===== src/rtl/f2d_reg.sv =====
// Fetch-to-decode pipeline register: captures PC, instruction, fetch fault and delay-slot flag.
// Optional macro F2D_BD_EN keeps a real d_bd flop; otherwise d_bd is tied to 0.
module f2d_reg #(
  parameter logic [31:0] RESET_PC   = 32'h0000_3000,
  parameter logic [31:0] HANDLER_PC = 32'h0000_4180,
  parameter logic [4:0]  EXC_ADEL   = 5'd4
) (
  input  logic        clk,
  input  logic        rst,
  input  logic        stall,
  input  logic        req,
  input  logic [31:0] f_pc,
  input  logic [31:0] f_instr,
  input  logic        f_exc_adel,
  input  logic        f_bd,
  output logic [31:0] d_pc,
  output logic [31:0] d_instr,
  output logic [4:0]  d_exccode,
  output logic        d_bd,
  output logic        d_valid
);

  always_ff @(posedge clk) begin
    if (rst) begin
      d_pc      <= RESET_PC;
      d_instr   <= 32'h0;
      d_exccode <= 5'd0;
      d_valid   <= 1'b0;
    end else if (req) begin
      d_pc      <= HANDLER_PC;
      d_instr   <= 32'h0;
      d_exccode <= 5'd0;
      d_valid   <= 1'b0;
    end else if (!stall) begin
      // A faulting fetch travels on as a nop carrying its exception code.
      d_pc      <= f_pc;
      d_instr   <= f_exc_adel ? 32'h0 : f_instr;
      d_exccode <= f_exc_adel ? EXC_ADEL : 5'd0;
      d_valid   <= 1'b1;
    end
  end

`ifdef F2D_BD_EN
  always_ff @(posedge clk) begin
    if (rst || req) begin
      d_bd <= 1'b0;
    end else if (!stall) begin
      d_bd <= f_bd;
    end
  end
`else
  assign d_bd = 1'b0;
  logic unused_bd;
  assign unused_bd = f_bd;
`endif

endmodule

===== config.mk =====
export PLATFORM = sky130hd
export DESIGN_NAME = f2d_reg
export DESIGN_NICKNAME = d
export VERILOG_FILES = /design/src/rtl/f2d_reg.sv
export SDC_FILE = /design/constraint.sdc
export NUM_CORES = 1
export LEC_CHECK = 0
export ABC_CLOCK_PERIOD_IN_PS = 2800
export CAP_MARGIN = 20
export CORE_AREA = 2 2 98 71
export CTS_CLUSTER_SIZE = 14
export DETAILED_ROUTE_END_ITERATION = 6
export DIE_AREA = 0 0 100 73
export PLACE_DENSITY = 0.83
export SYNTH_ARGS = -nofsm -noshare
export SYNTH_HDL_FRONTEND = slang
export SYNTH_SLANG_ARGS = --single-unit

===== constraint.sdc =====
create_clock -name clk -period 2.8 [get_ports clk]
set_input_delay 0.7 -clock clk [delete_from_list [all_inputs] [get_ports clk]]
set_output_delay 0.7 -clock clk [all_outputs]
set_load 0.1 [all_outputs]

After elaboration in Yosys (flattened, before gate mapping)
Index checks and enable logic that the tools add are counted.

storage, ports and cells
  output and inout port bits = 71
  input port bits = 70
  logic and storage cells = 11
  register bits after elaboration = 70

cells by class
  equal/unequal tests = 1
  reductions and logical operators = 1
  mux-type cells = 4

operators with widths
  cell                                           number
  2-to-1 mux 32 bit                              1
  2-to-1 mux 15 bit                              2
  2-to-1 mux 3 bit                               1
  != test 2 x 1 -> 1 bit, second input constant  1
  OR reduction 2 bit                             1

Logic depth before layout (Yosys ltp)
Gate-level depths: netlist of run 1.

  depth after elaboration = 2
  gate-level depth with buffers = 5
  gate-level depth less buffers = 2

Least setup slack after synthesis of run 1
No wires, ideal clock.

  path type = flip-flop to output port
  start = reg d_instr[0]
  end = out d_instr[0]
  cell stages (with the launch flop) = 1
  data arrival time = 925 ps
  slack = 1175 ps
  cells stage by stage = dfxtp_1

RTL lines
  item                      line  text
  start: declaration        17    output logic [31:0] d_instr,
  start signal: assignment  37    d_instr <= f_exc_adel ? 32'h0 : f_instr;

No word-level cell between the ends.

Final worst setup path of run 1
  start = in f_exc_adel
  end = reg d_instr[25]

on the way
  cells in the longest elaborated chain, start to end = 1

ends and longest elaborated chain
  item                line  text
  start: declaration  14    input logic f_exc_adel,
  2-to-1 mux 32 bit   37

No other way between the ends.
A chain may end at the register's enable or synchronous reset.

==> results of run 1 <==
[cell families after synthesis]
family / after synthesis
AO/OA/AOI/OAI: 38
buffers and inverters: 28
other: 1
flip-flops: 66
AND/OR/NAND/NOR: 93
multiplexers: 33
[layout make-up]
class / count / area (µm²) / share of cell area (%)
Tap cell: 81 / 101.3 / 2.617
Clock inverter: 4 / 20.02 / 0.5170
Multi-Input combinational cell: 169 / 1056 / 27.27
Sequential cell: 66 / 1321 / 34.12
Clock buffer: 10 / 137.6 / 3.554
Inverter: 2 / 7.507 / 0.1939
Timing Repair Buffer: 138 / 1229 / 31.73
[power groups by stage]
stage	Sequential, mW	Combinational [mW]	Clock (mW)
after global routing	0.986	0.513	0.723
final	0.983	0.492	0.652
after detailed placement	1.00	0.495	0
after CTS	0.983	0.496	0.685
after floorplan	1.21	0.140	0
after global placement	1.00	0.488	0
[per-stage QoR]
stage | cell area [µm²] | std cells | util, % | hold slack, ns
6_report | 3872 | 470 | 59.52 | 0.4495
5_1_grt | 3872 | 470 | 59.52 | 0.4759
4_1_cts | 3872 | 470 | 59.52 | 0.4530
3_5_place_dp | 3715 | 456 | 57.10 | 0.4424
3_3_place_gp | 3715 | 456 | 57.10 | 0.4401
2_1_floorplan | 2560 | 263 | - | 0.7691
[worst paths after layout]
check | endpoint | slack, ns | depth (start not counted)
worst min-delay path | d_valid$_SDFFE_PP0N_ | 0.45 | 2
worst min register to register | d_valid$_SDFFE_PP0N_ | 0.45 | 2
worst max-delay path | d_instr[25]$_SDFFE_PP0N_ | 0.84 | 4
worst max register to register | d_pc[13]$_SDFFE_PP1P_ | 2.15 | 2
[registers in the layout (all words and copies together) (netlist names)]
register / cells
d_exccode: 1
d_instr: 32
d_pc: 32
d_valid: 1
[layout by cell type, fill, tap and decap left out]
cell / count
a21oi_1: 36
buf_12: 2
buf_4: 69
clkbuf_8: 10
clkdlybuf4s50_1: 67
clkinv_2: 4
conb_1: 5
dfxtp_1: 66
inv_1: 2
mux2i_1: 33
nand2_1: 32
nor2_1: 28
o21bai_1: 2
or2_2: 1
or3b_1: 29
or3b_2: 3
[worst min-delay path, cell delays in order (launching register included)]
cell and delay (ns):
dfxtp_1 0.31, inv_1 0.04, a21oi_1 0.05
[routing by layer]
metal | vias to the layer above | part of all wire (%) | GRT usage, %
li1 | 1111 | - | -
met1 | 1015 | 43 | 19.76
met2 | 90 | 48 | 29.43
met3 | 9 | 7.9 | 6.897
met4 | 0 | 1.1 | 5.023
met5 | - | 0 | 0
==> impl_metrics.yaml, run 1 <==
run_status:
  status: "finished, final reports clean"
sta:
  fin_ws_ns: 0.8398
  rsz0062_at_grt: "false"
  tightest_slew_ns: 0.5399
  tns_ns: 0
  max_freq_mhz: 510.2
  relSlewSlack_pct: 64.00
  setup_viol: 0
  clock_skew_ns: 0
  fin_crit_ns: 1.960
  hold_violations: 0
  slew_viol_final: 0
  fin_crit_sh_pct: 70.01
critical_path:
  crit_path_end_kind: "flop"
  critical_path_class: "input port to flop"
  critPathLaunch: "f_exc_adel"
  cp_num_buf_inv: 2
  arrival_ns: 2.21
  cpLargestDelayFamily: "buffers and inverters"
  required_ns: 3.05
  cp_slowest_cell: "clkdlybuf4s50_1"
  slowest_delay_ns: 0.64
  path_cells: "clkdlybuf4s50_1 > buf_4 > or3b_1 > a21oi_1"
  r2r_start: "d_pc[13]$_SDFFE_PP1P_"
  cp-start-kind: "input port"
  path_max_fanout: 20
logic_synthesis:
  synth_fa_ha_area_share_pct: 0
  synth_seq_cells: 66
  ys_seq_area_share_pct: 51.92
  yosys_warnings: 0
  synth_compound_area_share_pct: 7.670
  synth_top_family_by_area: "simple AND/OR/NAND/NOR gates"
  synthTopCellsByArea: "dfxtp_1, mux2i_1, or3b_1, a21oi_1, nand2_1"
  synthCells: 259
  yosys.area_share.simple_pct: 20.11
  synthMuxAreaShare_pct: 12.98
  synth_cell_type_count: 15
  syn_avg_cell_area_um2: 9.826
  synth-main-ff-cell: "dfxtp_1"
  synth-async-reset-ratio_pct: 0
  synth.most_common_cell: "dfxtp_1"
  synthDominantCellAreaShare_pct: 51.92
  synthXorXnorAreaFrac_pct: 0
  synth-edff-count: 0
  synth_area_um2: 2545
  synth_common_cells: "dfxtp_1, a21oi_1, mux2i_1"
  synth_top_cell_by_area: "dfxtp_1"
detailed_routing:
  initialDrtViolationCount: 53
  ant_nets: 0
  routed_via_density: 4.734
  dr.pass1.iters: 4
  drt_wl_total_um: 6441
  drc: 0
  detail_route.wl_per_cell_um: 13.70
  vias: 2225
final_layout:
  fill_cells: 593
  synthToLayoutAreaGrowth_pct: 52.16
  nNetsFinal: 456
  antenna_cells: 0
  layout-drive-gt1-share_pct: 22.88
clocking:
  path_clk_slew_ns: 0.06
  clockBufferDepth: 2
  post-cts-setup-buffers: 0
  cts_sinks: 66
  numCtsBuffers: 9
  root_buffer: "clkbuf_8"
  cts_resized: 0
  tritoncts: "yes"
  cts_hold_buf: 0
  clkLatencyLatePin_ns: 0.32
  htreeDepth: 3
grt:
  grt_max_degree: 44
  grt_use_total_pct: 17.07
  grt_antenna_before_repair: 0
  grt_pass1_vias: 2031
  grt_first_pass_wirelength_um: 9666
  grt_overflow: 0
floorplan:
  die_w_um: 100
  initial_core_util_pct: 39.12
  die-area_um2: 7300
  core_area_um2: 6506
  rows: 25
  io_pins: 141
  die_y_um: 73
power:
  power_mw: 2.127
  p_leak_nw: 1.668
  p_switching_mw: 0.6641
  pwr-share-clk_pct: 30.7
  p_seq_share_pct: 46.2
  netSwitchingFraction_pct: 31.21
  power_density_nw_per_um2: 549.4
  ir_drop_mv: 0.2723
  pwr-share-comb_pct: 23.1
  internal_power_mw: 1.463
placed_design:
  place.gp.congestion: 0.7207
  io_buffer_count: 134
  place_ws_ns: 0.5037
  hpwl_um: 4564
flow_run:
  cap_violations: 0
hold_path:
  worstHoldStart: "d_valid$_SDFFE_PP0N_"
  hold_path_class: "flop to flop"
Power figures use the tool's default switching activity.
==> inputs of run 2 (changes only) <==
==> config.mk (replaced) <==
export PLATFORM = sky130hd
export DESIGN_NAME = f2d_reg
export DESIGN_NICKNAME = d
export VERILOG_FILES = /design/src/rtl/f2d_reg.sv
export SDC_FILE = /design/constraint.sdc
export NUM_CORES = 1
export LEC_CHECK = 0
export ABC_CLOCK_PERIOD_IN_PS = 1800
export CAP_MARGIN = 20
export CORE_AREA = 2 2 105 77
export CTS_CLUSTER_SIZE = 14
export DETAILED_ROUTE_END_ITERATION = 6
export DIE_AREA = 0 0 107 79
export PLACE_DENSITY = 0.75
export SYNTH_ARGS = -nofsm -noshare
export SYNTH_HDL_FRONTEND = slang
export SYNTH_SLANG_ARGS = --single-unit
==> constraint.sdc (replaced) <==
create_clock -name clk -period 1.8 [get_ports clk]
set_input_delay 0.45 -clock clk [delete_from_list [all_inputs] [get_ports clk]]
set_output_delay 0.45 -clock clk [all_outputs]
set_load 0.1 [all_outputs]
==> run 2 against run 1 <==
Effect of this change: via count fell by 0.58%; first-iteration DRC count rose by 51%; routed wire length rose by 4.1%; worst hold slack improved by 0.017 ns; register-to-register slack got worse by 1.0 ns; sequential cell count did not move.
==> impl_metrics.yaml, run 2 (same netlist as run 1, synthesis figures left out) <==
clocking:
  cts_hold_buf: 0
  clkLatencyLatePin_ns: 0.33
  post-cts-setup-buffers: 0
  cts_resized: 0
  htreeDepth: 3
  path_clk_slew_ns: 0.06
  cts_sinks: 66
  clockBufferDepth: 2
  root_buffer: "clkbuf_8"
  numCtsBuffers: 9
  tritoncts: "yes"
floorplan:
  die_y_um: 79
  rows: 27
  io_pins: 141
  initial_core_util_pct: 33.78
  core_area_um2: 7533
  die_w_um: 107
  die-area_um2: 8453
sta:
  fin_crit_sh_pct: 77.22
  setup_viol: 0
  fin_ws_ns: 0.4100
  slew_viol_final: 0
  max_freq_mhz: 719.4
  rsz0062_at_grt: "false"
  fin_crit_ns: 1.390
  tns_ns: 0
  hold_violations: 0
  whs_ns: 0.4663
  clock_skew_ns: 0
final_layout:
  final_common_cell: "buf_12"
  layout_common_cells: "buf_12, clkdlybuf4s50_1, dfxtp_1"
  nNetsFinal: 460
  antenna_cells: 0
  fin_cells: 494
  layout-drive-gt1-share_pct: 23.41
  synthToLayoutAreaGrowth_pct: 87.32
  top_regs: "d_instr x32, d_pc x32"
grt:
  grt_antenna_before_repair: 0
  grt_use_total_pct: 16.67
  grt_overflow: 0
  grt_first_pass_wirelength_um: 10920
  grt_pass1_vias: 2176
  grt_max_degree: 62
critical_path:
  critical_path_class: "input port to flop"
  crit_cells: 4
  required_ns: 2.05
  arrival_ns: 1.64
  cp_slowest_cell: "or3b_2"
  cp-start-kind: "input port"
  crit_path_end_kind: "flop"
  cp_num_buf_inv: 2
  path_cells: "clkdlybuf4s50_1 > buf_4 > or3b_2 > a21oi_1"
  cpLargestDelayFamily: "buffers and inverters"
  slowest_delay_ns: 0.44
  r2r_cells: 2
  path_max_fanout: 13
run_status:
  status: "finished, final reports clean"
hold_path:
  hold_path_class: "input port to flop"
  worstHoldPathCells: 3
detailed_routing:
  drc: 0
  drt_wl_total_um: 6702
  vias: 2212
  ant_nets: 0
  detail_route.wl_per_cell_um: 13.57
  initialDrtViolationCount: 80
  routed_via_density: 4.478
  dr.pass1.iters: 4
placed_design:
  io_buffer_count: 134
  place_ws_ns: 0.06581
  dpl.cell_count: 480
  hpwl_um: 4951
  place.gp.congestion: 0.6915
power:
  ir_drop_mv: 0.4244
  p_leak_nw: 1.883
  power_density_nw_per_um2: 727.6
  power_mw: 3.469
flow_run:
  cap_violations: 0
-- run 2: layer usage --
| layer | vias up | track usage [%] | share of wire [%] |
|---|---|---|---|
| li1 | 1122 | - | - |
| met1 | 1000 | 19.96 | 43 |
| met2 | 83 | 27.07 | 47 |
| met3 | 7 | 7.389 | 8.8 |
| met4 | 0 | 5.065 | 0.87 |
| met5 | - | 0 | 0 |
-- run 2: through the flow --
step / instance area [µm²] / utilization (%)
floorplan: 2560 / -
global placement: 4608 / 61.17
detailed placement: 4608 / 61.17
CTS: 4767 / 63.28
global route: 4767 / 63.28
finish: 4767 / 63.28
-- run 2: layout make-up --
type / instances / area, µm²
clock buffer: 11 / 141.4
multi-input combinational: 169 / 1056
inverter: 2 / 7.507
clock inverter: 3 / 17.52
tap: 101 / 126.4
timing repair buffer: 142 / 2097
sequential: 66 / 1321
fill: 618 / 2766
-- run 2: final timing paths --
check                                   to  slack, ns                      from
setup / recovery  d_instr[31]$_SDFFE_PP0N_       0.41                f_exc_adel
setup reg to reg  d_instr[28]$_SDFFE_PP0N_       1.10  d_instr[28]$_SDFFE_PP0N_
hold reg to reg       d_valid$_SDFFE_PP0N_       0.49      d_valid$_SDFFE_PP0N_
hold / removal     d_instr[9]$_SDFFE_PP0N_       0.47                     stall
-- run 2: where the power goes --
part           switching, mW  internal, mW  total [mW]  leakage, nW
combinational          0.509         0.377       0.885         1.26
sequential            0.0457          1.51        1.55        0.538
clock                  0.515         0.517        1.03       0.0810
-- run 2: worst reg2reg max path: cells and delay by family, from the launching register on --
kind             cells  cell delay (ns)
flip-flops           1             0.40
AO/OA/AOI/OAI        1             0.15
AND/OR/NAND/NOR      1             0.07
==> inputs of run 3 (changes only) <==
==> config.mk (replaced) <==
export PLATFORM = sky130hd
export DESIGN_NAME = f2d_reg
export DESIGN_NICKNAME = d
export VERILOG_FILES = /design/src/rtl/f2d_reg.sv
export SDC_FILE = /design/constraint.sdc
export NUM_CORES = 1
export LEC_CHECK = 0
export ABC_CLOCK_PERIOD_IN_PS = 1400
export CAP_MARGIN = 20
export CORE_AREA = 2 2 101 74
export CTS_CLUSTER_SIZE = 14
export DETAILED_ROUTE_END_ITERATION = 6
export DIE_AREA = 0 0 103 76
export PLACE_DENSITY = 0.78
export SYNTH_ARGS = -nofsm -noshare
export SYNTH_HDL_FRONTEND = slang
export SYNTH_SLANG_ARGS = --single-unit
==> constraint.sdc (replaced) <==
create_clock -name clk -period 1.4 [get_ports clk]
set_input_delay 0.35 -clock clk [delete_from_list [all_inputs] [get_ports clk]]
set_output_delay 0.35 -clock clk [all_outputs]
set_load 0.1 [all_outputs]
==> run 3 against run 2 <==
Effect of this change: cell count up 1.2%; sequential cell count did not move; combinational power rose by 30%; clock power up 55%; core utilization up 6.5 points; total power grew 37%; clock-buffer cell count decreased by 1; clock skew did not move; sequential share of layout area shrank 0.54 points; die area decreased by 7.4%; register-to-register slack lost 0.41 ns; critical endpoint is now d_instr[12]; highest routed layer unchanged.
==> impl_metrics.yaml, run 3 (same netlist as run 1, synthesis figures left out) <==
final_layout:
  antenna_cells: 0
  fill_cells: 525
  nNetsFinal: 467
  final_area_um2: 4861
  synthToLayoutAreaGrowth_pct: 91.00
  final_common_cell: "buf_12"
  top_regs: "d_instr x32, d_pc x32"
  fin_cells: 500
  layout_common_cells: "buf_12, clkdlybuf4s50_1, dfxtp_1"
  layout-drive-gt1-share_pct: 25.37
grt:
  grt_first_pass_wirelength_um: 11150
  grt_pass1_vias: 2353
  grt_overflow: 0
  grt_max_degree: 32
  grt_use_total_pct: 18.07
  grt_antenna_before_repair: 0
critical_path:
  slowest_delay_ns: 0.40
  arrival_ns: 0.93
  crit_cells: 1
  critPathLaunch: "d_instr[12]$_SDFFE_PP0N_"
  cp_num_buf_inv: 1
  cpLargestDelayFamily: "flip-flops"
  required_ns: 1.05
  crit_path_end_kind: "primary output"
  path_max_fanout: 2
  path_cells: "buf_12"
  cp-start-kind: "flop"
  r2r-end: "d_pc[12]$_SDFFE_PP1P_"
  cp_slowest_cell: "dfxtp_1"
  critical_path_class: "flop to primary output"
  r2r_start: "d_pc[12]$_SDFFE_PP1P_"
  r2r_cells: 2
  r2r_slack_ns: 0.69
  crit_end: "d_instr[12]"
placed_design:
  dpl.cell_count: 484
  io_buffer_count: 134
  postPlaceCellArea_um2: 4657
  place.gp.congestion: 0.7028
  hpwl_um: 5154
clocking:
  tritoncts: "yes"
  cts_hold_buf: 0
  root_buffer: "clkbuf_8"
  htreeDepth: 3
  cts_resized: 0
  post-cts-setup-buffers: 0
  clockBufferDepth: 2
  numCtsBuffers: 9
  clkLatencyLatePin_ns: 0.33
  path_clk_slew_ns: 0.07
  cts_sinks: 66
hold_path:
  worstHoldStart: "stall"
  hold_path_class: "input port to flop"
power:
  netSwitchingFraction_pct: 30.54
  ir_drop_mv: 0.6878
  p_seq_share_pct: 42.0
  p_switching_mw: 1.451
  power_mw: 4.752
  pwr-share-clk_pct: 33.8
  internal_power_mw: 3.301
  p_leak_nw: 1.931
  power_density_nw_per_um2: 977.6
  pwr-share-comb_pct: 24.3
detailed_routing:
  dr.pass1.iters: 4
  routed_via_density: 4.494
  ant_nets: 0
  drc: 0
  detail_route.wl_per_cell_um: 13.53
  initialDrtViolationCount: 60
  drt_wl_total_um: 6764
  vias: 2247
sta:
  whs_ns: 0.3786
  setup_viol: 0
  hold_violations: 0
  tns_ns: 0
  max_freq_mhz: 782.2
  fin_crit_sh_pct: 91.32
  slew_viol_final: 0
  clock_skew_ns: 0
  rsz0062_at_grt: "false"
  fin_crit_ns: 1.278
floorplan:
  die_w_um: 103
  core_area_um2: 6962
  rows: 26
  initial_core_util_pct: 36.56
  die_y_um: 76
  die-area_um2: 7828
  io_pins: 141
run_status:
  status: "finished, final reports clean"
flow_run:
  cap_violations: 0
-- run 3: changes by cell type in the layout (fill, tap and decap cells not counted), sizes merged --
cell / before / now
buf: 75 / 82
clkinvlp: 1 / 3
bufinv: 0 / 1
clkbuf: 11 / 10
-- run 3: area by class of cell --
class | instances | area, µm² | share of cell area (%)
flip-flops and latches | 66 | 1321 | 27.18
clock buffers | 10 | 137.6 | 2.831
repair buffers | 149 | 2150 | 44.22
well taps | 98 | 122.6 | 2.523
multi-input cells | 169 | 1056 | 21.72
clock inverters | 6 | 66.31 | 1.364
inverters | 2 | 7.507 | 0.1544
-- run 3: worst min path at each step --
stage                                     endpoint  cells after the start
after detailed placement  d_instr[27]$_SDFFE_PP0N_                      2
after global placement        d_valid$_SDFFE_PP0N_                      2
after global routing      d_instr[12]$_SDFFE_PP0N_                      3
after CTS                 d_instr[12]$_SDFFE_PP0N_                      3
final                     d_instr[12]$_SDFFE_PP0N_                      3
after floorplan              d_pc[14]$_SDFFE_PP0P_                      1
-- run 3: per-stage QoR --
step / setup WS [ns] / util (%)
floorplan: 0.08965 / -
global placement: -0.2011 / 66.89
detailed placement: -0.2141 / 66.89
CTS: 0.09873 / 69.82
global route: 0.06571 / 69.82
finish: 0.1215 / 69.82
-- run 3: per-layer routing --
metal / GRT usage, % / vias up / wire (µm)
met2: 29.48 / 79 / 3318
met5: 0 / - / 0
met1: 21.37 / 1025 / 2802
met3: 8.624 / 6 / 595
li1: - / 1137 / -
met4: 4.342 / 0 / 48
-- run 3: power groups by stage --
stage / registers, mW / logic, mW / clock network, mW
floorplan: 2.41 / 0.280 / 0
global placement: 2.03 / 1.14 / 0
detailed placement: 2.04 / 1.16 / 0
CTS: 1.99 / 1.16 / 1.66
global route: 2.00 / 1.20 / 1.73
finish: 1.99 / 1.15 / 1.60
